### src/rtl/instr_fetch_seq.sv
// Program sequencer: PC generation with IDLE/RUN/HALT control and a 4-entry target LUT.
// Optional executed-cycle counter enabled by defining CYCLE_CNT_EN.
module instr_fetch_seq #(
  parameter int unsigned   PW   = 10,
  parameter logic [PW-1:0] TGT0 = '0,
  parameter logic [PW-1:0] TGT1 = '0,
  parameter logic [PW-1:0] TGT2 = '0,
  parameter logic [PW-1:0] TGT3 = '0
) (
  input  logic          Clk,
  input  logic          Reset_n,
  input  logic          Start,
  input  logic          Stall,
  input  logic          Jump,
  input  logic          BranchEn,
  input  logic          CondFlag,
  input  logic [1:0]    TargSel,
  input  logic          Ack,
  output logic [PW-1:0] PC,
  output logic          Running,
  output logic          Done,
  output logic [15:0]   CycleCnt
);

  localparam int unsigned CW = 16;

  typedef enum logic [1:0] {
    IDLE = 2'd0,
    RUN  = 2'd1,
    HALT = 2'd2
  } state_t;

  state_t          state_q;
  state_t          state_d;
  logic [PW-1:0]   pc_d;
  logic [PW-1:0]   tgt_c;
  logic            start_acc_c;

  // Constant target LUT, fully decoded by TargSel
  always_comb begin
    tgt_c = TGT0;
    case (TargSel)
      2'd0: tgt_c = TGT0;
      2'd1: tgt_c = TGT1;
      2'd2: tgt_c = TGT2;
      2'd3: tgt_c = TGT3;
      default: tgt_c = TGT0;
    endcase
  end

  assign start_acc_c = Start && (state_q != RUN);

  // Next-state and next-PC; Ack > Stall > Jump > taken branch > increment
  always_comb begin
    state_d = state_q;
    pc_d    = PC;
    case (state_q)
      IDLE: begin
        if (Start) begin
          state_d = RUN;
          pc_d    = '0;
        end
      end
      RUN: begin
        if (Ack) begin
          state_d = HALT;
        end else if (Stall) begin
          pc_d = PC;
        end else if (Jump) begin
          pc_d = tgt_c;
        end else if (BranchEn && CondFlag) begin
          pc_d = PW'(PC + tgt_c);
        end else begin
          pc_d = PW'(PC + PW'(1));
        end
      end
      HALT: begin
        if (Start) begin
          state_d = RUN;
          pc_d    = '0;
        end
      end
      default: begin
        state_d = IDLE;
        pc_d    = '0;
      end
    endcase
  end

  always_ff @(posedge Clk or negedge Reset_n) begin
    if (!Reset_n) begin
      state_q <= IDLE;
      PC      <= '0;
      Running <= 1'b0;
      Done    <= 1'b0;
    end else begin
      state_q <= state_d;
      PC      <= pc_d;
      Running <= (state_d == RUN);
      Done    <= (state_d == HALT);
    end
  end

`ifdef CYCLE_CNT_EN
  logic [CW-1:0] cnt_d;

  // Counts every RUN edge (stalls and Ack included), saturating, cleared on start
  always_comb begin
    cnt_d = CycleCnt;
    if (start_acc_c) begin
      cnt_d = '0;
    end else if ((state_q == RUN) && (CycleCnt != {CW{1'b1}})) begin
      cnt_d = CW'(CycleCnt + CW'(1));
    end
  end

  always_ff @(posedge Clk or negedge Reset_n) begin
    if (!Reset_n) begin
      CycleCnt <= '0;
    end else begin
      CycleCnt <= cnt_d;
    end
  end
`else
  logic unused_start_acc;
  assign unused_start_acc = start_acc_c;
  assign CycleCnt = CW'(0);
`endif

endmodule
### config.mk
export PLATFORM = sky130hd
export DESIGN_NAME = instr_fetch_seq
export DESIGN_NICKNAME = d
export VERILOG_FILES = /design/src/rtl/instr_fetch_seq.sv
export SDC_FILE = /design/constraint.sdc
export NUM_CORES = 1
export LEC_CHECK = 0
export ABC_AREA = 1
export BUFFER_PORTS_ARGS = -buffer_cell sky130_fd_sc_hd__buf_2
export CAP_MARGIN = 20
export CORE_AREA = 2 2 50 52
export CTS_CLUSTER_SIZE = 24
export DETAILED_ROUTE_END_ITERATION = 7
export DIE_AREA = 0 0 52 54
export PLACE_DENSITY = 0.78
export SLEW_MARGIN = 40
export SYNTH_ARGS = -nofsm -noshare
export SYNTH_HDL_FRONTEND = slang
export SYNTH_SLANG_ARGS = --single-unit
### constraint.sdc
create_clock -name Clk -period 1.2 [get_ports Clk]
set_clock_uncertainty 0.15 [all_clocks]
set_input_delay 0.12 -clock Clk [delete_from_list [all_inputs] [get_ports Clk]]
set_output_delay 0.12 -clock Clk [all_outputs]
set_load 0.01 [all_outputs]
==> metrics.md <==
| Metric | Value |
|---|---|
| Outcome | finished with violations |
| Failing checks | negative setup slack |
| Avg Cell Area, Syn | 7.37 µm² |
| Inst Count DP | 181 |
| Area Overhead vs Synth | 45.1% |
| Fraction of registers with async set/reset | 1.00 |
| Top-area cell type share of the netlist area | 0.389 |
| Final Hold Vio Count | 0 |
| Cell depth of the worst hold path | 4 |
| Worst Path Arrival | 1.36 ns |
| Clk pwr share | 0.176 |
| Worst skew pair latency | 0.29 ns |
| Final instance area | 1310 µm² |
| VDD IR-drop max | 0.000979 V |
| Synth area leaders | dfrtp_1, nand2_1, buf_4 |
| Initial antenna violation count | 0 |
| Starting density of the core | 0.388 |
| Dpl ws | -0.181 ns |
| Hpwl dp | 1490 µm |
| Post-synth top area cell | dfrtp_1 |
| CTS root buf | clkbuf_4 |
| Hold Path Class | in2reg |
| I/O Pins | 38 |
| GP Congestion | 0.780 |
| Pwr per Cell Area | 1550 nW/µm² |
| Sw Ratio | 0.401 |
| Total number of yosys warnings | 0 |
| CP Launch Type | flip-flop |
| Gr usage total | 0.185 |
| CP peak stage delay | 0.44 ns |
| Clock Sinks | 14 |
| Crit path kind | reg2reg |
| Post-route ant nets | 0 |
| Post-synth EDFFs | 0 |
| First-pass GRT wire length | 3710 µm |
| Final min period | 1.32 ns |
| Finished Layout Cells | 193 |
| Dominant synthesized flop cell | dfrtp_1 |
| Cell chain of the critical path | or2_4 -> nand2_4 -> inv_6 -> nand2_8 -> nor2_4 -> nand2_1 -> nand2_1 |
| Sequential Power Share | 0.321 |
| Hold path start | Jump |
| DRC viols | 0 |
| Worst path bufs/invs | 1 |
| Netlist Area Pre-Place | 900 µm² |
| Final core occ | 0.563 |
| RR Endpoint | PC[9] |
| DRT iter0 DRCs | 14 |
| Die Area | 2810 µm² |
| Antenna Cells | 0 |
| Worst-path maximum fanout | 6 |
| Site Rows | 18 |
| Worst R2R Start | state_q[0] |
| Layout cells sized above 1 | 0.454 |
| Crit path top cell by count | nand2_1 |
| Setup ws final | -0.122 ns |
| Max Cap Viol | 0 |
| Commonest cells in the netlist | nand2_1, buf_4, dfrtp_1 |
| #FFs+latches synth | 14 |
| CTS H-tree depth | 1 |
| Int Power | 1210 µW |
| R2r setup slk | -0.12 ns |
| Peak Freq | 757 MHz |
| Hold Crit Endpoint | PC[2] |
| Number of CTS-inserted buffers | 3 |
| Buffers on Ports | 19 |
| Cell Area, Placed | 1050 µm² |
| Post-Synthesis Cells | 122 |
| Fin nets | 175 |
| Final period utilization | 1.10 |
| Sequential share of the synthesized area | 0.389 |
| Slowest-stage cell, CP | dfrtp_1 |
| Most common cell in the netlist | nand2_1 |
| Worst-path clk slew | 0.09 ns |
| Core footprint | 2320 µm² |
| Largest net degree at the start of global routing | 15 |
| Drt first pass iters | 4 |
| CP required | 1.24 ns |
| Slew Limit Fails | 0 |
| LEAKAGE | 0.000688 µW |
| Chip Height | 54 µm |
| DR WL/cell | 12.5 µm |
| Via count | 897 |
| R2r worst-path depth | 7 |
| Hold Slack | 0.0445 ns |
| Routed vias/inst | 4.65 |
| Crit end category | flip-flop |
| Gr ovfl total | 0 |
| Total Wirelength | 2400 µm |
| CTS tree | built |
| Die Width | 52 µm |
| Setup violations, final | 16 |
| Post-synth cell types | 21 |
| Vias in the first global route | 885 |
| Top delay family on crit path | simple AND/OR/NAND/NOR gates |
| CTS Buffer Depth | 2 |
| Unrepaired setup endpoints after global routing | true |
| Switch Pwr | 809 µW |
| Gate power share | 0.503 |
==> state kept, by name (all words and copies together) (netlist names) <==
register,count
Done,1
PC,10
Running,1
state_q,2
==> worst reg2reg max path, delay by kind of cell, from the launching register on <==
family | cells | cell delay, ns
buf+inv | 1 | 0.05
flops | 1 | 0.44
simple gates | 6 | 0.59
==> cell families (layout without fill, tap and decap cells) <==
family | after synthesis | after routing | share of synthesized area
and+or+nand+nor | 65 | 66 | 0.323
buffers and inverters | 30 | 55 | 0.200
DFF | 14 | 14 | 0.389
AOI/OAI and AO/OA | 9 | 9 | 0.0501
xor gates and xnor gates | 2 | 2 | 0.0195
adders and majority gates | 1 | 1 | 0.0139
other | 1 | 16 | 0.00417
==> through the flow <==
| stage | power [µW] | setup TNS [ns] |
|---|---|---|
| finish | 2020 | -1.27 |
| global route | 2130 | -1.97 |
| CTS | 1900 | -1.07 |
| detailed placement | 1290 | -1.46 |
| global placement | 1250 | -0.817 |
| floorplan | 1070 | -0.417 |
==> per-layer routing <==
metal / GRT usage / part of all wire / vias up
li1: - / - / 429
met4: 0.0789 / 0.016 / 0
met1: 0.175 / 0.37 / 439
met2: 0.382 / 0.58 / 24
met3: 0.0333 / 0.037 / 5
met5: 0 / 0 / -
==> worst max-delay path by stage <==
stage / from / endpoint / slack [ns] / cells after the start
floorplan: PC[1] / PC[8] / -0.09 / 7
global placement: PC[1] / PC[8] / -0.12 / 7
detailed placement: state_q[1] / PC[3] / -0.18 / 5
CTS: PC[1] / PC[6] / -0.12 / 8
global route: PC[1] / PC[9] / -0.20 / 7
finish: state_q[0] / PC[9] / -0.12 / 7
==> placed cells by master (no fill, tap or decap), types with 5 or more instances in the layout <==
cell type and instances:
buf_4 13, dfrtp_1 10, nor2_1 5, nand2_2 5, nand2_1 34, inv_2 5
inv_1 7, buf_2 15, conb_1 16, nand3_1 5, o21ai_1 6, buf_6 9
==> power by group through the flow <==
stage               logic (µW)  registers, µW  clock network, µW
finish                    1010            647                356
global route              1090            653                392
floorplan                  414            657                  0
global placement           625            628                  0
CTS                        903            641                359
detailed placement         652            642                  0
==> layout make-up <==
type	instances	area (µm²)
Inverter	13	53.8
Clock buffer	4	36.3
Sequential cell	14	355
Multi-Input combinational cell	94	538
Tap cell	30	37.5
Timing Repair Buffer	38	284
Fill cell	227	1010
==> what timing repair did <==
action                                 in CTS  in global routing
endpoints found under the hold margin      14                  0
buffers inserted                            4                  2
hold buffers                                1                  0
pin swaps                                   9                  2
setup endpoints to repair                  16                 17
gates resized for setup                    34                 12
gates cloned                                1                  0
No activity file was read; power rests on OpenSTA's default activity.
